## config.mk

```make
export PLATFORM = sky130hd
export DESIGN_NAME = cdb_arbiter
export DESIGN_NICKNAME = d
export VERILOG_FILES = /design/src/rtl/cdb_arbiter_pkg.sv /design/src/rtl/cdb_arbiter_fifo.sv /design/src/rtl/cdb_arbiter.sv
export SDC_FILE = /design/constraint.sdc
export NUM_CORES = 1
export LEC_CHECK = 0
export ABC_AREA = 1
export CAP_MARGIN = 5
export CORE_MARGIN = 2
export CORE_UTILIZATION = 25
export CTS_BUF_LIST = sky130_fd_sc_hd__clkbuf_8
export DETAILED_ROUTE_END_ITERATION = 16
export PLACE_DENSITY = 0.48
export SETUP_SLACK_MARGIN = 0.5
export SLEW_MARGIN = 15
export SYNTH_ARGS = -nofsm -noshare
export SYNTH_HDL_FRONTEND = slang
export SYNTH_SLANG_ARGS = --single-unit
```

## constraint.sdc

```tcl
create_clock -name clk -period 7.25 [get_ports clk]
set_clock_uncertainty 0.15 [all_clocks]
set_input_delay 0.725 -clock clk [delete_from_list [all_inputs] [get_ports clk]]
set_output_delay 0.725 -clock clk [all_outputs]
set_load 0.005 [all_outputs]
```

## src/rtl/cdb_arbiter_pkg.sv

```systemverilog
// Shared completion-stage definitions: widths, FU indices, queued CDB entry layout
// and the round-robin pick helper used by the arbiter.
package cdb_arbiter_pkg;

    localparam int NUM_FU = 3;
    localparam int TAG_W  = 6;
    localparam int DATA_W = 32;
    localparam int ROB_W  = 5;
    localparam int QDEPTH = 2;
    localparam int FU_W   = $clog2(NUM_FU);

    typedef enum logic [FU_W-1:0] {
        FU_ALU  = 2'd0,
        FU_MUL  = 2'd1,
        FU_LDST = 2'd2
    } fu_id_e;

    typedef struct packed {
        logic              regdest;
        logic [ROB_W-1:0]  rob;
        logic [TAG_W-1:0]  tag;
        logic [DATA_W-1:0] data;
    } cdb_entry_t;

    typedef struct packed {
        logic            found;
        logic [FU_W-1:0] idx;
    } rr_pick_t;

    // Scanned from the far end so the requester closest to ptr is the last one assigned.
    function automatic rr_pick_t rr_pick(input logic [NUM_FU-1:0] req, input logic [FU_W-1:0] ptr);
        rr_pick_t r;
        int       c;
        r = '0;
        for (int k = NUM_FU - 1; k >= 0; k--) begin
            c = int'(ptr) + k;
            if (c >= NUM_FU) c = c - NUM_FU;
            if (req[c]) begin
                r.found = 1'b1;
                r.idx   = FU_W'(c);
            end
        end
        return r;
    endfunction

    function automatic logic [FU_W-1:0] rr_next(input logic [FU_W-1:0] idx);
        return (idx == FU_W'(NUM_FU - 1)) ? '0 : idx + 1'b1;
    endfunction

endpackage

```

## src/rtl/cdb_arbiter_fifo.sv

```systemverilog
// Small in-order result queue for one functional unit; flush empties it and
// discards any same-cycle push or pop.
module cdb_arbiter_fifo
    import cdb_arbiter_pkg::*;
#(
    parameter int DEPTH = QDEPTH
) (
    input  logic       clk,
    input  logic       rst,
    input  logic       flush,
    input  logic       push,
    input  logic       pop,
    input  cdb_entry_t din,
    output cdb_entry_t head,
    output logic       full,
    output logic       empty
);

    localparam int PW = $clog2(DEPTH);

    logic [PW-1:0] wr_ptr;
    logic [PW-1:0] rd_ptr;
    logic [PW:0]   count;
    cdb_entry_t    mem [DEPTH];

    always_ff @(posedge clk or negedge rst) begin
        if (!rst) begin
            wr_ptr <= '0;
            rd_ptr <= '0;
            count  <= '0;
        end else if (flush) begin
            wr_ptr <= '0;
            rd_ptr <= '0;
            count  <= '0;
        end else begin
            if (push) wr_ptr <= wr_ptr + 1'b1;
            if (pop)  rd_ptr <= rd_ptr + 1'b1;
            case ({push, pop})
                2'b10:   count <= count + 1'b1;
                2'b01:   count <= count - 1'b1;
                default: count <= count;
            endcase
        end
    end

    always_ff @(posedge clk) begin
        if (push && !flush) mem[wr_ptr] <= din;
    end

    assign head  = mem[rd_ptr];
    assign full  = (count == (PW+1)'(DEPTH));
    assign empty = (count == '0);

endmodule

```

## src/rtl/cdb_arbiter.sv

```systemverilog
// Completion-stage CDB writer: per-FU result queues, round-robin grant of one
// result per cycle, registered broadcast to PRF write port, RS and ROB.
module cdb_arbiter
    import cdb_arbiter_pkg::*;
(
    input  logic                       clk,
    input  logic                       rst,
    input  logic                       flush,
    input  logic [NUM_FU-1:0]          fu_valid,
    output logic [NUM_FU-1:0]          fu_ready,
    input  logic [NUM_FU*TAG_W-1:0]    fu_tag,
    input  logic [NUM_FU*DATA_W-1:0]   fu_data,
    input  logic [NUM_FU-1:0]          fu_regdest,
    input  logic [NUM_FU*ROB_W-1:0]    fu_rob_idx,
    output logic                       cdb_valid,
    output logic [TAG_W-1:0]           p_rd,
    output logic [DATA_W-1:0]          wr_data_in,
    output logic                       RegDest_compl,
    output logic [ROB_W-1:0]           cdb_rob_idx
);

    logic [NUM_FU-1:0] full;
    logic [NUM_FU-1:0] empty;
    logic [NUM_FU-1:0] push;
    logic [NUM_FU-1:0] pop;
    cdb_entry_t        din  [NUM_FU];
    cdb_entry_t        head [NUM_FU];
    logic [FU_W-1:0]   rr_ptr;
    rr_pick_t          pick;

    // Readiness comes from the registered count only, so a full queue stalls its FU
    // even in a cycle where that queue is also being popped.
    assign fu_ready = ~full;
    assign push     = fu_valid & ~full;
    assign pick     = rr_pick(~empty, rr_ptr);

    always_comb begin
        pop = '0;
        if (pick.found) pop[pick.idx] = 1'b1;
    end

    for (genvar gi = 0; gi < NUM_FU; gi++) begin : g_fu
        assign din[gi] = '{
            regdest: fu_regdest[gi],
            rob:     fu_rob_idx[gi*ROB_W +: ROB_W],
            tag:     fu_tag[gi*TAG_W +: TAG_W],
            data:    fu_data[gi*DATA_W +: DATA_W]
        };

        cdb_arbiter_fifo #(.DEPTH(QDEPTH)) u_fifo (
            .clk   (clk),
            .rst   (rst),
            .flush (flush),
            .push  (push[gi]),
            .pop   (pop[gi]),
            .din   (din[gi]),
            .head  (head[gi]),
            .full  (full[gi]),
            .empty (empty[gi])
        );
    end

    // Broadcast register: tag/data hold their last value when idle so the PRF sees a stable word.
    always_ff @(posedge clk or negedge rst) begin
        if (!rst) begin
            rr_ptr        <= '0;
            cdb_valid     <= 1'b0;
            RegDest_compl <= 1'b0;
            p_rd          <= '0;
            wr_data_in    <= '0;
            cdb_rob_idx   <= '0;
        end else if (flush) begin
            cdb_valid     <= 1'b0;
            RegDest_compl <= 1'b0;
        end else if (pick.found) begin
            cdb_valid     <= 1'b1;
            RegDest_compl <= head[pick.idx].regdest;
            p_rd          <= head[pick.idx].tag;
            wr_data_in    <= head[pick.idx].data;
            cdb_rob_idx   <= head[pick.idx].rob;
            rr_ptr        <= rr_next(pick.idx);
        end else begin
            cdb_valid     <= 1'b0;
            RegDest_compl <= 1'b0;
        end
    end

endmodule

```

==> impl_summary.md, run 1 <==
Layout
The signed area change from the synthesized netlist to the final layout is 29.5%. The net count reported at finish is ~1,400. Fill cells in the final layout number around 5,200. At the end of the flow the core is filled with cells to 0.327. The number of antenna diodes in the final layout is 0. In the final layout, the share of cells above drive strength 1 is 0.122.

CTS
Clock-pin slew was measured on the worst setup and hold paths at approximately 0.060 ns. TritonCTS built the clock tree. The tree built by TritonCTS fans out to between 300 and 400 sinks.

The number of clock buffers added by TritonCTS is 58. The clock network latency to the later pin of the worst-skew pair is approximately 0.63 ns. The count of buffers added by post-CTS timing repair for setup is 0. Once the clock tree was built, the resizer swapped 0 gates to a different size. The number of levels in the clock H-tree is 2.

The cell sitting at the root of the clock tree is a sky130_fd_sc_hd__clkbuf_8. Hold repair after CTS inserted 0 buffers. The largest buffer count on any clock path is 3.

GRT
The global-route usage over all layers is 0.145. The global-route wire length before repair is about 57,000 um. The number of global-route vias before repair is roughly 9,300. The initial antenna violation count is 1. Global routing finished with a remaining overflow of 0. Entering global routing, the biggest net connects 60 pins.

Placed design
The weighted congestion at the end of routability-driven global placement is about 0.77. The worst slack at placement is about 3.7 ns. After legalization and detailed placement, the total HPWL measured ~22,000 um.

The count of port buffers added during placement is between 150 and 200.

Setup path
The setup slack on the worst flop-to-flop path is between 3 and 4 ns. The arrival time at the worst endpoint is roughly 3.9 ns. The nature of the critical path endpoint is a flop. The sort of element at the start of the critical path is a flop. The critical path required time is ~7.6 ns. The largest driver fanout on the critical path is 53. The kind of critical path is flop to flop.

Synthesis
The largest area contributor in the synthesized netlist is sky130_fd_sc_hd__edfxtp_1. In the post-synthesis netlist, the biggest area contributors are sky130_fd_sc_hd__edfxtp_1 (61%), sky130_fd_sc_hd__dfrtp_1 (11%), sky130_fd_sc_hd__nand2_1 (10%), sky130_fd_sc_hd__nand3_1 (3.9%), sky130_fd_sc_hd__a21oi_1 (3.5%). For this run, the register share of the synthesized area comes to 0.726. Of the post-synthesis cell area, the dominant cell type holds 0.612. When the netlist entered floorplanning its net count stood at ~1,200. The mean area per synthesized cell is approximately 12 sq um. The mapped netlist covers around 13,000 sq um. During synthesis, Yosys emitted a total of 0 warnings. The count of distinct cell types in the synthesized netlist is 29. The number of cells produced by synthesis is approximately 1,100. After synthesis the netlist holds a flip-flop and latch count of about 320.

Route
The number of detailed-route iterations in the first pass is 6. The routed wire length is roughly 39,000 um. The first routing iteration left 400 violations.

Dividing the detail-routed wire length by the instance count gives about 19 um. For this run, design rule violations remaining after detail routing come to 0. The post-detailed-route count of antenna-violating nets is 0. The detailed-route vias per instance is approximately 4.3. Summing over every cut layer, the via total after detailed routing is 8,729.

Die
From left edge to right edge, the die measures 232 um. The initial utilization of the core area, before any placement, comes to 0.252. The die footprint is 53,600 sq um. The number of placement rows is 83. The count of boundary I/O pins is around 190. The area of the core is ~50,000 sq um. The overall die height is about 230 um.

Pwr
The combinational share of power is 0.408. VDD sags by at most between 0.3 and 0.4 mV. The switching power total is approximately 2.9 mW. The switching power share of the total is 0.398. The internal power of the cells totals 4.35 mW. Power spread over the standard cell area amounts to between 400 and 500 nW/um^2. Of the total power, registers draw 0.337. Of the total power, the clock network draws 0.255. The static power due to leakage is approximately 6.3 nW.

Timing
The highest clock rate is around 0.29 GHz. The smallest setup slack after layout is approximately 3.7 ns. The relative slew slack is 0.267. The number of hold violations in the final report was 0.

Setup repair after global routing left no endpoint under its margin. For the pin with the worst max-slew slack, the measured transition is roughly 1.1 ns. Setup violations remaining at the end of the flow were counted as 0. The worst path needs between 3 and 4 ns of the cycle, external delays included. The post-route fraction of the period consumed by the critical path is 0.483. The total count of max-transition violations in the final report was 0. In the final timing run, aggregate negative setup slack is 0 ns.

Run
The number of max-cap violations is 0.

Min path
In this run the worst hold path is classified as input pin to asynchronous set/reset pin.

Run status
The run finished with clean final reports.
synth_stat cells:
cell type	count
sky130_fd_sc_hd__xnor2_1	2
sky130_fd_sc_hd__xor2_1	2
sky130_fd_sc_hd__o22ai_1	1
sky130_fd_sc_hd__nand2_4	2
sky130_fd_sc_hd__edfxtp_1	264
sky130_fd_sc_hd__inv_1	15
sky130_fd_sc_hd__o21ai_0	10
sky130_fd_sc_hd__nand3_2	42
sky130_fd_sc_hd__ha_1	2
sky130_fd_sc_hd__nand4_1	2
sky130_fd_sc_hd__dfrtp_1	59
sky130_fd_sc_hd__buf_1	2
sky130_fd_sc_hd__a21oi_2	2
sky130_fd_sc_hd__nand3_1	102
sky130_fd_sc_hd__buf_2	19
sky130_fd_sc_hd__buf_6	6
sky130_fd_sc_hd__buf_4	1
sky130_fd_sc_hd__clkinv_1	1
sky130_fd_sc_hd__inv_4	2
sky130_fd_sc_hd__o21ai_1	5
sky130_fd_sc_hd__inv_2	7
sky130_fd_sc_hd__nor2_4	1
sky130_fd_sc_hd__nor2_1	55
sky130_fd_sc_hd__o21bai_1	2
sky130_fd_sc_hd__clkbuf_1	27
sky130_fd_sc_hd__a21oi_1	91
sky130_fd_sc_hd__nand2_2	3
sky130_fd_sc_hd__nand2_1	347
sky130_fd_sc_hd__nor3_1	7
flip-flops by register name, indices dropped and copies added, names as in the netlist:
signal and cells:
RegDest_compl 1, cdb_rob_idx 5, cdb_valid 1, g_fu.u_fifo.count 6
g_fu.u_fifo.mem 264, g_fu.u_fifo.rd_ptr 3, g_fu.u_fifo.wr_ptr 3, p_rd 6
rr_ptr 2, wr_data_in 32
cell usage in the layout, fill, tap and decap left out, types with 33 or more instances in the layout:
master / count
sky130_fd_sc_hd__clkdlybuf4s50_1: 184
sky130_fd_sc_hd__nand3_2: 42
sky130_fd_sc_hd__a21oi_1: 91
sky130_fd_sc_hd__nor2_1: 54
sky130_fd_sc_hd__clkbuf_8: 65
sky130_fd_sc_hd__dfrtp_1: 56
sky130_fd_sc_hd__nand3_1: 102
sky130_fd_sc_hd__edfxtp_1: 264
sky130_fd_sc_hd__nand2_1: 347
sky130_fd_sc_hd__inv_1: 33
layer usage:
layer / vias up / wire [um] / global-route usage
met5: - / 13 / 0
met4: 2 / 823 / 0.0469
met3: 65 / 1850 / 0.0301
met2: 225 / 19200 / 0.254
met1: 4262 / 16600 / 0.177
li1: 4175 / - / -
power by group through the flow:
stage                     Clock [mW]  Combinational, mW  Sequential [mW]
after detailed placement           0               3.02             2.47
after global placement             0               2.96             2.47
after CTS                       1.91               3.03             2.44
after floorplan                    0               1.95             2.44
after global routing            1.99               3.32             2.46
final                           1.84               2.94             2.43
worst max-delay path: stages, from the launching register on:
cell,delay (ns)
sky130_fd_sc_hd__dfrtp_1,0.35
sky130_fd_sc_hd__inv_1,0.06
sky130_fd_sc_hd__ha_1,0.39
sky130_fd_sc_hd__inv_2,0.11
sky130_fd_sc_hd__nand2_1,0.08
sky130_fd_sc_hd__nand3_1,0.11
sky130_fd_sc_hd__nand3_1,0.10
sky130_fd_sc_hd__nand3_2,0.10
sky130_fd_sc_hd__nand2_4,0.45
sky130_fd_sc_hd__inv_4,0.87
sky130_fd_sc_hd__nand2_1,0.27
sky130_fd_sc_hd__xor2_1,0.21
sky130_fd_sc_hd__nand2_1,0.06
sky130_fd_sc_hd__nand2_1,0.04
logic make-up (layout without fill, tap and decap cells):
| kind of cell | after synthesis | in the layout | synth area share |
|---|---|---|---|
| XOR/XNOR | 4 | 4 | 0.00271 |
| AND/OR/NAND/NOR | 561 | 561 | 0.196 |
| flip-flops | 323 | 323 | 0.726 |
| buffers and inverters | 80 | 332 | 0.0292 |
| adder cells (fa/ha/maj) | 2 | 2 | 0.00193 |
| AO/OA/AOI/OAI | 111 | 111 | 0.0440 |
final cells by class:
class	instances	area, sq um	share of cell area
clock buffers	65	895	0.0533
clock inverters	45	377	0.0225
inverters	25	98.8	0.00589
multi-input cells	678	3200	0.191
flip-flops and latches	323	9410	0.561
well taps	680	851	0.0507
repair buffers	197	1940	0.116
through the flow:
step / std cells / instance area [sq um] / hold slack (ns) / power (mW)
2_1_floorplan: 1081 / 13000 / 0.279 / 4.39
3_3_place_gp: 1903 / 15500 / 0.363 / 5.43
3_5_place_dp: 1903 / 15500 / 0.370 / 5.49
4_1_cts: 2013 / 16800 / 0.0535 / 7.38
5_1_grt: 2013 / 16800 / 0.117 / 7.77
6_report: 2013 / 16800 / 0.0905 / 7.22
path summary, 6_finish.rpt:
| check | start | to | cells after the start |
|---|---|---|---|
| worst min-delay path | rst | cdb_valid$_DFF_PN0_ | 1 |
| min in group clk | wr_data_in[23]$_DFFE_PN0P_ | wr_data_in[23]$_DFFE_PN0P_ | 2 |
| worst max register to register | rr_ptr[0]$_DFFE_PN0P_ | g_fu[1].u_fifo.count[1]$_DFFE_PN0P_ | 13 |
| worst max-delay path | rr_ptr[0]$_DFFE_PN0P_ | g_fu[1].u_fifo.count[1]$_DFFE_PN0P_ | 13 |
| worst min register to register | wr_data_in[23]$_DFFE_PN0P_ | wr_data_in[23]$_DFFE_PN0P_ | 2 |
| max in group asynchronous | rst | g_fu[1].u_fifo.rd_ptr$_DFFE_PN0P_ | 1 |
Power figures use the tool's default switching activity.
==> run 2: changes to the inputs <==
==> constraint.sdc (replaced) <==
create_clock -name clk -period 3.3 [get_ports clk]
set_clock_uncertainty 0.15 [all_clocks]
set_input_delay 0.33 -clock clk [delete_from_list [all_inputs] [get_ports clk]]
set_output_delay 0.33 -clock clk [all_outputs]
set_load 0.005 [all_outputs]
==> impl_summary.md, run 2 (same netlist as run 1, synthesis figures left out) <==
CTS
TritonCTS built the clock tree. The number of levels in the clock H-tree is 2 (unchanged). The clock transition at the registers of the reported paths came to 0.06 ns (about the same). The number of clock buffers inserted by TritonCTS came to 55 (-5.2%). The largest buffer count on any clock path is 3 (unchanged).

The clock network latency to the later pin of the worst-skew pair is 0.63 ns (about the same). The CTS root buffer is sky130_fd_sc_hd__clkbuf_8. The clock sink count was 323 (unchanged). The count of buffers added by post-CTS timing repair for setup was 0 (unchanged).

Min path
The worst-case hold path end point is g_fu[0].u_fifo.mem[0][33]$_DFFE_PP_. The startpoint of the lowest-slack hold path is fu_tag[1]. The class of the tightest hold or removal check is input pin to flop. Along the worst hold path, the cell count comes to 1.

Timing
The number of hold violations in the final report is 0 (unchanged). The final critical path time including I/O delays and setup is 2.56 ns (-0.944 ns). The slew at the pin with the worst max-slew slack is 1.09 ns (-0.0102 ns). The highest clock rate is 0.390 GHz (+37%).

The post-route fraction of the period consumed by the critical path is 0.776 (+0.293). The relative slew slack came to 0.275 (+0.00785). The smallest setup slack after layout was 0.738 ns (-3.01 ns). The number of setup violations in the final report is 0 (unchanged). The total count of max-transition violations in the final report came to 0 (unchanged). Setup repair after global routing left no endpoint under its margin.

The accumulated negative setup slack is 0 ns (unchanged).

Die
The overall die height was 232 um (unchanged). The initial standard-cell utilization of the core was 0.252 (unchanged). The area of the core came to 51,300 sq um (unchanged). The chip width is 232 um (unchanged). The number of placement rows is 83 (unchanged). The count of boundary I/O pins is 186 (unchanged). The die footprint is 53,600 sq um (unchanged).

Layout
The fill cell instance count of the final layout is 5,212 (+0.79%). The largest registers in the layout are g_fu.u_fifo.mem x264, wr_data_in x32. In the layout the commonest cells are sky130_fd_sc_hd__nand2_1 (347), sky130_fd_sc_hd__edfxtp_1 (264), sky130_fd_sc_hd__clkdlybuf4s50_1 (184).

The leading cell type in the layout, fill and taps excluded is sky130_fd_sc_hd__nand2_1. The fraction of final layout cells with drive strength greater than 1 is 0.128 (+0.00617). The final cell count without fillers was 2,020 (+0.35%). Compared with the post-synthesis result, the final layout area differs by 29.7%. The number of flip-flops under the largest register name is 264 (unchanged). The utilization of the core after routing is 0.327 (+0.000513). The largest register by flop count is g_fu.u_fifo.mem.

The net count reported at finish was 1,433 (+0.70%).

Setup path
The nature of the critical path endpoint is a flop. The setup slack on the worst flop-to-flop path is 0.74 ns (-3.01 ns). STA classifies the critical path startpoint as a flop. In this run the critical register-to-register path is launched from rr_ptr[0]$_DFFE_PN0P_.

The arrival time at the worst endpoint is 2.96 ns (-0.91 ns). The launch point of the critical path is rr_ptr[0]$_DFFE_PN0P_. The cell count of the worst reg-to-reg path was 12 (-1).

The largest driver fanout on the critical path is 25 (-53%). The reg-to-reg critical path endpoint is wr_data_in[11]$_DFFE_PN0P_. The critical path required time is 3.70 ns (-3.91 ns). The critical path in this run is classified as flop to flop.

Placed design
The count of port buffers added during placement is 185 (unchanged). The weighted congestion at the end of routability-driven global placement is 0.729 (-5.0%). The number of cells after detailed placement is 1,915 (+0.63%). The HPWL after detailed placement is 23,600 um (+8.2%).

The worst slack at placement is 0.497 ns (-3.21 ns).

GRT
The overflow left after global routing came to 0 (unchanged). The initial antenna violation count came to 2 (+1). The maximum number of pins on one net before global-route repair is 50 (-17%). The global-route usage over all layers is 0.146 (+0.00125). The number of global-route vias before repair is 9,129 (-2.0%).

The global-route wire length before repair came to 57,400 um (+0.90%).

Route
The remaining routing DRC violations was 0 (unchanged). The iteration-0 DRC count of the detailed router was 473 (+18%). The post-detailed-route count of antenna-violating nets is 0 (unchanged). The via count of the routed design came to 8,727 (-0.023%). The number of detailed-route iterations in the first pass is 5 (-1).

The routed wire length is 38,600 um (+0.17%). The routed length per placed instance was 19.1 um (-0.18%). The detailed-route vias per instance is 4.32 (-0.37%).

Pwr
The static power due to leakage is 6.34 nW (about the same). The maximum VDD drop is 0.664 mV (+110%). The ratio of total power to cell area was 927 nW/um^2 (+120%).

Run
The number of max-cap violations was 0 (unchanged).

Run status
The run finished with clean final reports.
[run 2: cell types whose count changed in the layout (fill, tap and decap cells not counted), moves of 2 or more]
cell	delta
sky130_fd_sc_hd__bufinv_16	-7
sky130_fd_sc_hd__buf_12	+5
sky130_fd_sc_hd__buf_4	+5
sky130_fd_sc_hd__clkinv_2	+5
sky130_fd_sc_hd__nor3_2	-5
sky130_fd_sc_hd__nor3_4	+5
sky130_fd_sc_hd__inv_1	-3
sky130_fd_sc_hd__inv_4	-2
[run 2: how the worst max path moves through the flow]
stage                                                to  slack (ns)  depth (start not counted)
floorplan            g_fu[1].u_fifo.mem[0][0]$_DFFE_PP_        0.27                          4
global placement    g_fu[1].u_fifo.count[1]$_DFFE_PN0P_        0.61                         13
detailed placement  g_fu[1].u_fifo.count[1]$_DFFE_PN0P_        0.50                         13
CTS                 g_fu[0].u_fifo.count[0]$_DFFE_PN0P_        0.53                         13
global route                  wr_data_in[7]$_DFFE_PN0P_        0.52                         12
finish                       wr_data_in[11]$_DFFE_PN0P_        0.74                         12
[run 2: power by group]
group | switching [mW] | internal [mW] | leakage (nW)
logic | 4.44 | 2.35 | 2.62
registers | 0.305 | 5.04 | 3.10
clock network | 1.62 | 1.81 | 0.614
[run 2: routing by layer]
layer	global-route usage	share of wire	up-vias	wire [um]
met5	0	0.00034	-	13
met4	0.0393	0.017	2	671
met3	0.0295	0.046	58	1770
met2	0.248	0.49	206	18800
met1	0.188	0.45	4276	17300
li1	-	-	4185	-
[run 2: per-stage QoR]
stage | area [sq um] | hold WS, ns | power (mW)
4_1_cts | 16800 | 0.0612 | 15.8
5_1_grt | 16800 | 0.0804 | 16.7
3_3_place_gp | 15700 | 0.344 | 12.1
2_1_floorplan | 13000 | -0.116 | 9.64
6_report | 16800 | 0.122 | 15.6
3_5_place_dp | 15700 | 0.349 | 12.3
[run 2: what timing repair did]
action / in CTS / in global routing
pin swaps: 0 / 0
hold endpoints to repair: 48 / 0
hold buffers: 1 / 0
gates cloned: 0 / 0
gates resized for setup: 1 / 7
setup endpoints to repair: 1 / 34
[run 2: critical path, stage by stage (launching register included)]
cell	delay, ns
sky130_fd_sc_hd__dfrtp_1	0.35
sky130_fd_sc_hd__inv_1	0.06
sky130_fd_sc_hd__ha_1	0.39
sky130_fd_sc_hd__inv_2	0.10
sky130_fd_sc_hd__nand2_1	0.07
sky130_fd_sc_hd__nand2_1	0.08
sky130_fd_sc_hd__nand2_1	0.05
sky130_fd_sc_hd__nand2_1	0.06
sky130_fd_sc_hd__nand3_2	0.10
sky130_fd_sc_hd__nand2_4	0.30
sky130_fd_sc_hd__buf_4	0.47
sky130_fd_sc_hd__a21oi_1	0.11
sky130_fd_sc_hd__a21oi_1	0.17
[run 2: final cells by class]
class                      count  area [sq um]  area share
antenna                        1          2.50    0.000149
clock buffer                  66           908      0.0541
clock inverter                37           160     0.00954
inverter                      25           111     0.00663
multi-input combinational    678          3240       0.193
sequential                   323          9410       0.560
tap                          680           851      0.0507
timing repair buffer         210          2110       0.126
==> run 3: changes to the inputs <==
--- a/config.mk
+++ b/config.mk
@@ -11,7 +11,7 @@
 export CORE_UTILIZATION = 25
 export CTS_BUF_LIST = sky130_fd_sc_hd__clkbuf_8
 export DETAILED_ROUTE_END_ITERATION = 16
-export PLACE_DENSITY = 0.48
+export PLACE_DENSITY = 0.49
 export SETUP_SLACK_MARGIN = 0.5
 export SLEW_MARGIN = 15
 export SYNTH_ARGS = -nofsm -noshare
==> constraint.sdc (replaced) <==
create_clock -name clk -period 2.2 [get_ports clk]
set_clock_uncertainty 0.15 [all_clocks]
set_input_delay 0.22 -clock clk [delete_from_list [all_inputs] [get_ports clk]]
set_output_delay 0.22 -clock clk [all_outputs]
set_load 0.005 [all_outputs]
==> impl_summary.md, run 3 (same netlist as run 1, synthesis figures left out) <==
Run status
The flow ran to the end, but the final reports show violations. The final reports fail on setup timing.

Route
The via count of the routed design came to 9,719 (+11%). The post-detailed-route count of antenna-violating nets is 0 (unchanged). The detailed-route vias per instance came to 4.40 (+1.8%).

The number of detailed-route iterations in the first pass is 5 (unchanged). The iteration-0 DRC count of the detailed router is 573 (+21%). The routed length per placed instance was 20.6 um (+7.8%). The routed wire length is 45,400 um (+18%). The remaining routing DRC violations is 0 (unchanged).

Layout
The largest register by flop count is g_fu.u_fifo.mem. The leading cell type in the layout, fill and taps excluded is sky130_fd_sc_hd__nand2_1. Relative to the synthesized area, the layout overhead comes to 52.8%. The fraction of final layout cells with drive strength greater than 1 came to 0.239 (+0.111). The final cell count without fillers came to 2,209 (+9.4%).

The largest registers in the layout are g_fu.u_fifo.mem x264, wr_data_in x32. The fill cell instance count of the final layout was 4,968 (-4.7%). The number of flip-flops under the largest register name is 264 (unchanged). The net count reported at finish was 1,620 (+13%). In the layout the commonest cells are sky130_fd_sc_hd__nand2_1 (333), sky130_fd_sc_hd__edfxtp_1 (264), sky130_fd_sc_hd__clkdlybuf4s50_1 (136).

Setup path
STA classifies the critical path startpoint as a flop. The largest driver fanout on the critical path came to 9 (-64%). The critical path required time is 2.60 ns (-1.10 ns). The kind of critical path is flop to flop. The arrival time at the worst endpoint came to 2.61 ns (-0.35 ns). The setup slack on the worst flop-to-flop path is -0.01 ns (-0.75 ns).

The worst setup path is captured at a flop.

Die
The chip width is 232 um (unchanged). The initial standard-cell utilization of the core came to 0.252 (unchanged). The number of placement rows is 83 (unchanged). The die footprint is 53,600 sq um (unchanged).

The area of the core is 51,300 sq um (unchanged). The overall die height was 232 um (unchanged). The count of boundary I/O pins came to 186 (unchanged).

Timing
The post-route fraction of the period consumed by the critical path is 1.00 (+0.228). The total count of max-transition violations in the final report is 0 (unchanged). The number of setup violations in the final report is 5 (+5).

The worst slack on hold paths is 0.0198 ns (-0.103 ns). The smallest setup slack after layout is -0.0102 ns (-0.749 ns). The relative slew slack was 0.545 (+0.270). Setup repair after global routing could not meet its margin everywhere. The number of hold violations in the final report came to 0 (unchanged). The slew at the pin with the worst max-slew slack came to 0.683 ns (-0.404 ns). The highest clock rate came to 0.452 GHz (+16%). The final critical path time including I/O delays and setup came to 2.21 ns (-0.351 ns).

GRT
The initial antenna violation count is 3 (+1). The global-route usage over all layers was 0.165 (+0.0192). The maximum number of pins on one net before global-route repair is 45 (-10%). The number of global-route vias before repair is 9,846 (+7.9%). The overflow left after global routing was 0 (unchanged). The global-route wire length before repair came to 64,400 um (+12%).

CTS
The largest buffer count on any clock path is 3 (unchanged). The clock sink count is 323 (unchanged). The clock network latency to the later pin of the worst-skew pair came to 0.65 ns (+0.02 ns). The number of clock buffers inserted by TritonCTS was 57 (+3.6%). The number of levels in the clock H-tree is 2 (unchanged).

The clock transition at the registers of the reported paths is 0.06 ns (about the same). Clock tree synthesis selected as its root buffer the cell sky130_fd_sc_hd__clkbuf_8. TritonCTS built the clock tree.

Placed design
The count of port buffers added during placement was 185 (unchanged). The HPWL after detailed placement was 26,100 um (+11%). The number of cells after detailed placement is 1,937 (+1.1%). The weighted congestion at the end of routability-driven global placement is 0.797 (+9.2%).

Pwr
The maximum VDD drop came to 0.929 mV (+40%). The ratio of total power to cell area is 1450 nW/um^2 (+56%). The static power due to leakage is 7.68 nW (+21%).

Run
The number of max-cap violations is 0 (unchanged).

Min path
The worst hold path belongs to the class input pin to asynchronous set/reset pin.
-- run 3: changes by cell type in the layout (fill, tap and decap cells not counted), sizes merged, moves of 10 or more --
cell and change:
clkdlybuf4s50 -48, dlygate4sd2 +10, inv +19, clkinv -16, clkdlybuf4s15 +30, buf +99, dlygate4sd3 +86
-- run 3: critical path: stages (launching register included) --
cell and delay, ns:
sky130_fd_sc_hd__dfrtp_1 0.42, sky130_fd_sc_hd__inv_2 0.08, sky130_fd_sc_hd__ha_4 0.32, sky130_fd_sc_hd__inv_4 0.05, sky130_fd_sc_hd__nand2_4 0.07, sky130_fd_sc_hd__nand3_2 0.09
sky130_fd_sc_hd__nand3_2 0.10, sky130_fd_sc_hd__nand3_4 0.09, sky130_fd_sc_hd__nand2_8 0.10, sky130_fd_sc_hd__buf_12 0.14, sky130_fd_sc_hd__inv_16 0.06, sky130_fd_sc_hd__buf_16 0.15
sky130_fd_sc_hd__nand3_2 0.05, sky130_fd_sc_hd__nand3_1 0.07, sky130_fd_sc_hd__a21oi_1 0.14
-- run 3: power by group --
part	internal [mW]	switching, mW	leakage, nW
Combinational	6.74	8.66	3.94
Sequential	7.57	0.463	3.10
Clock	2.70	2.49	0.652
Total	17.0	11.6	7.68
-- run 3: worst paths after layout --
check | startpoint | endpoint | cells after the start
max | rr_ptr[0]$_DFFE_PN0P_ | wr_data_in[30]$_DFFE_PN0P_ | 14
min | rst | wr_data_in[29]$_DFFE_PN0P_ | 2
max reg2reg | rr_ptr[0]$_DFFE_PN0P_ | wr_data_in[30]$_DFFE_PN0P_ | 14
min reg2reg | wr_data_in[26]$_DFFE_PN0P_ | wr_data_in[26]$_DFFE_PN0P_ | 2
max in group asynchronous | rst | wr_data_in[25]$_DFFE_PN0P_ | 3
min in group clk | fu_data[24] | g_fu[0].u_fifo.mem[0][24]$_DFFE_PP_ | 1
-- run 3: through the flow --
stage,setup WS (ns),util,TNS [ns],power [mW],instance area [sq um]
final,-0.0102,0.386,-0.0231,28.6,19800
after global routing,-0.112,0.386,-3.34,30.3,19800
after CTS,0.00202,0.376,0,27.8,19300
after detailed placement,-0.0289,0.315,-0.175,19.3,16200
after global placement,0.0658,0.315,0,19.2,16200
after floorplan,-0.123,-,-21.62,14.9,13200
-- run 3: cell type report --
cell class | instances | area [sq um] | share of cell area
clock inverter | 42 | 206 | 0.0104
tap | 680 | 851 | 0.0430
clock buffer | 62 | 853 | 0.0431
inverter | 25 | 143 | 0.00721
timing repair inverter | 1 | 8.76 | 0.000443
antenna | 4 | 10.0 | 0.000506
timing repair buffer | 394 | 4640 | 0.235
sequential | 323 | 9410 | 0.476
multi-input combinational | 678 | 3660 | 0.185
-- run 3: repair_timing --
| action | in CTS | in global routing |
|---|---|---|
| endpoints found under the setup margin | 266 | 318 |
| hold buffers | 87 | 0 |
| setup buffers | 43 | 9 |
| pin swaps | 23 | 20 |
| gates cloned | 17 | 8 |
| resized for setup | 211 | 67 |
| endpoints found under the hold margin | 212 | 0 |
-- run 3: metal layers --
layer,share of wire,vias up,GRT usage,wire [um]
li1,-,4584,-,-
met1,0.43,4794,0.210,19600
met2,0.50,284,0.286,22700
met3,0.054,57,0.0363,2430
met4,0.016,0,0.0361,741
met5,0,-,0,0
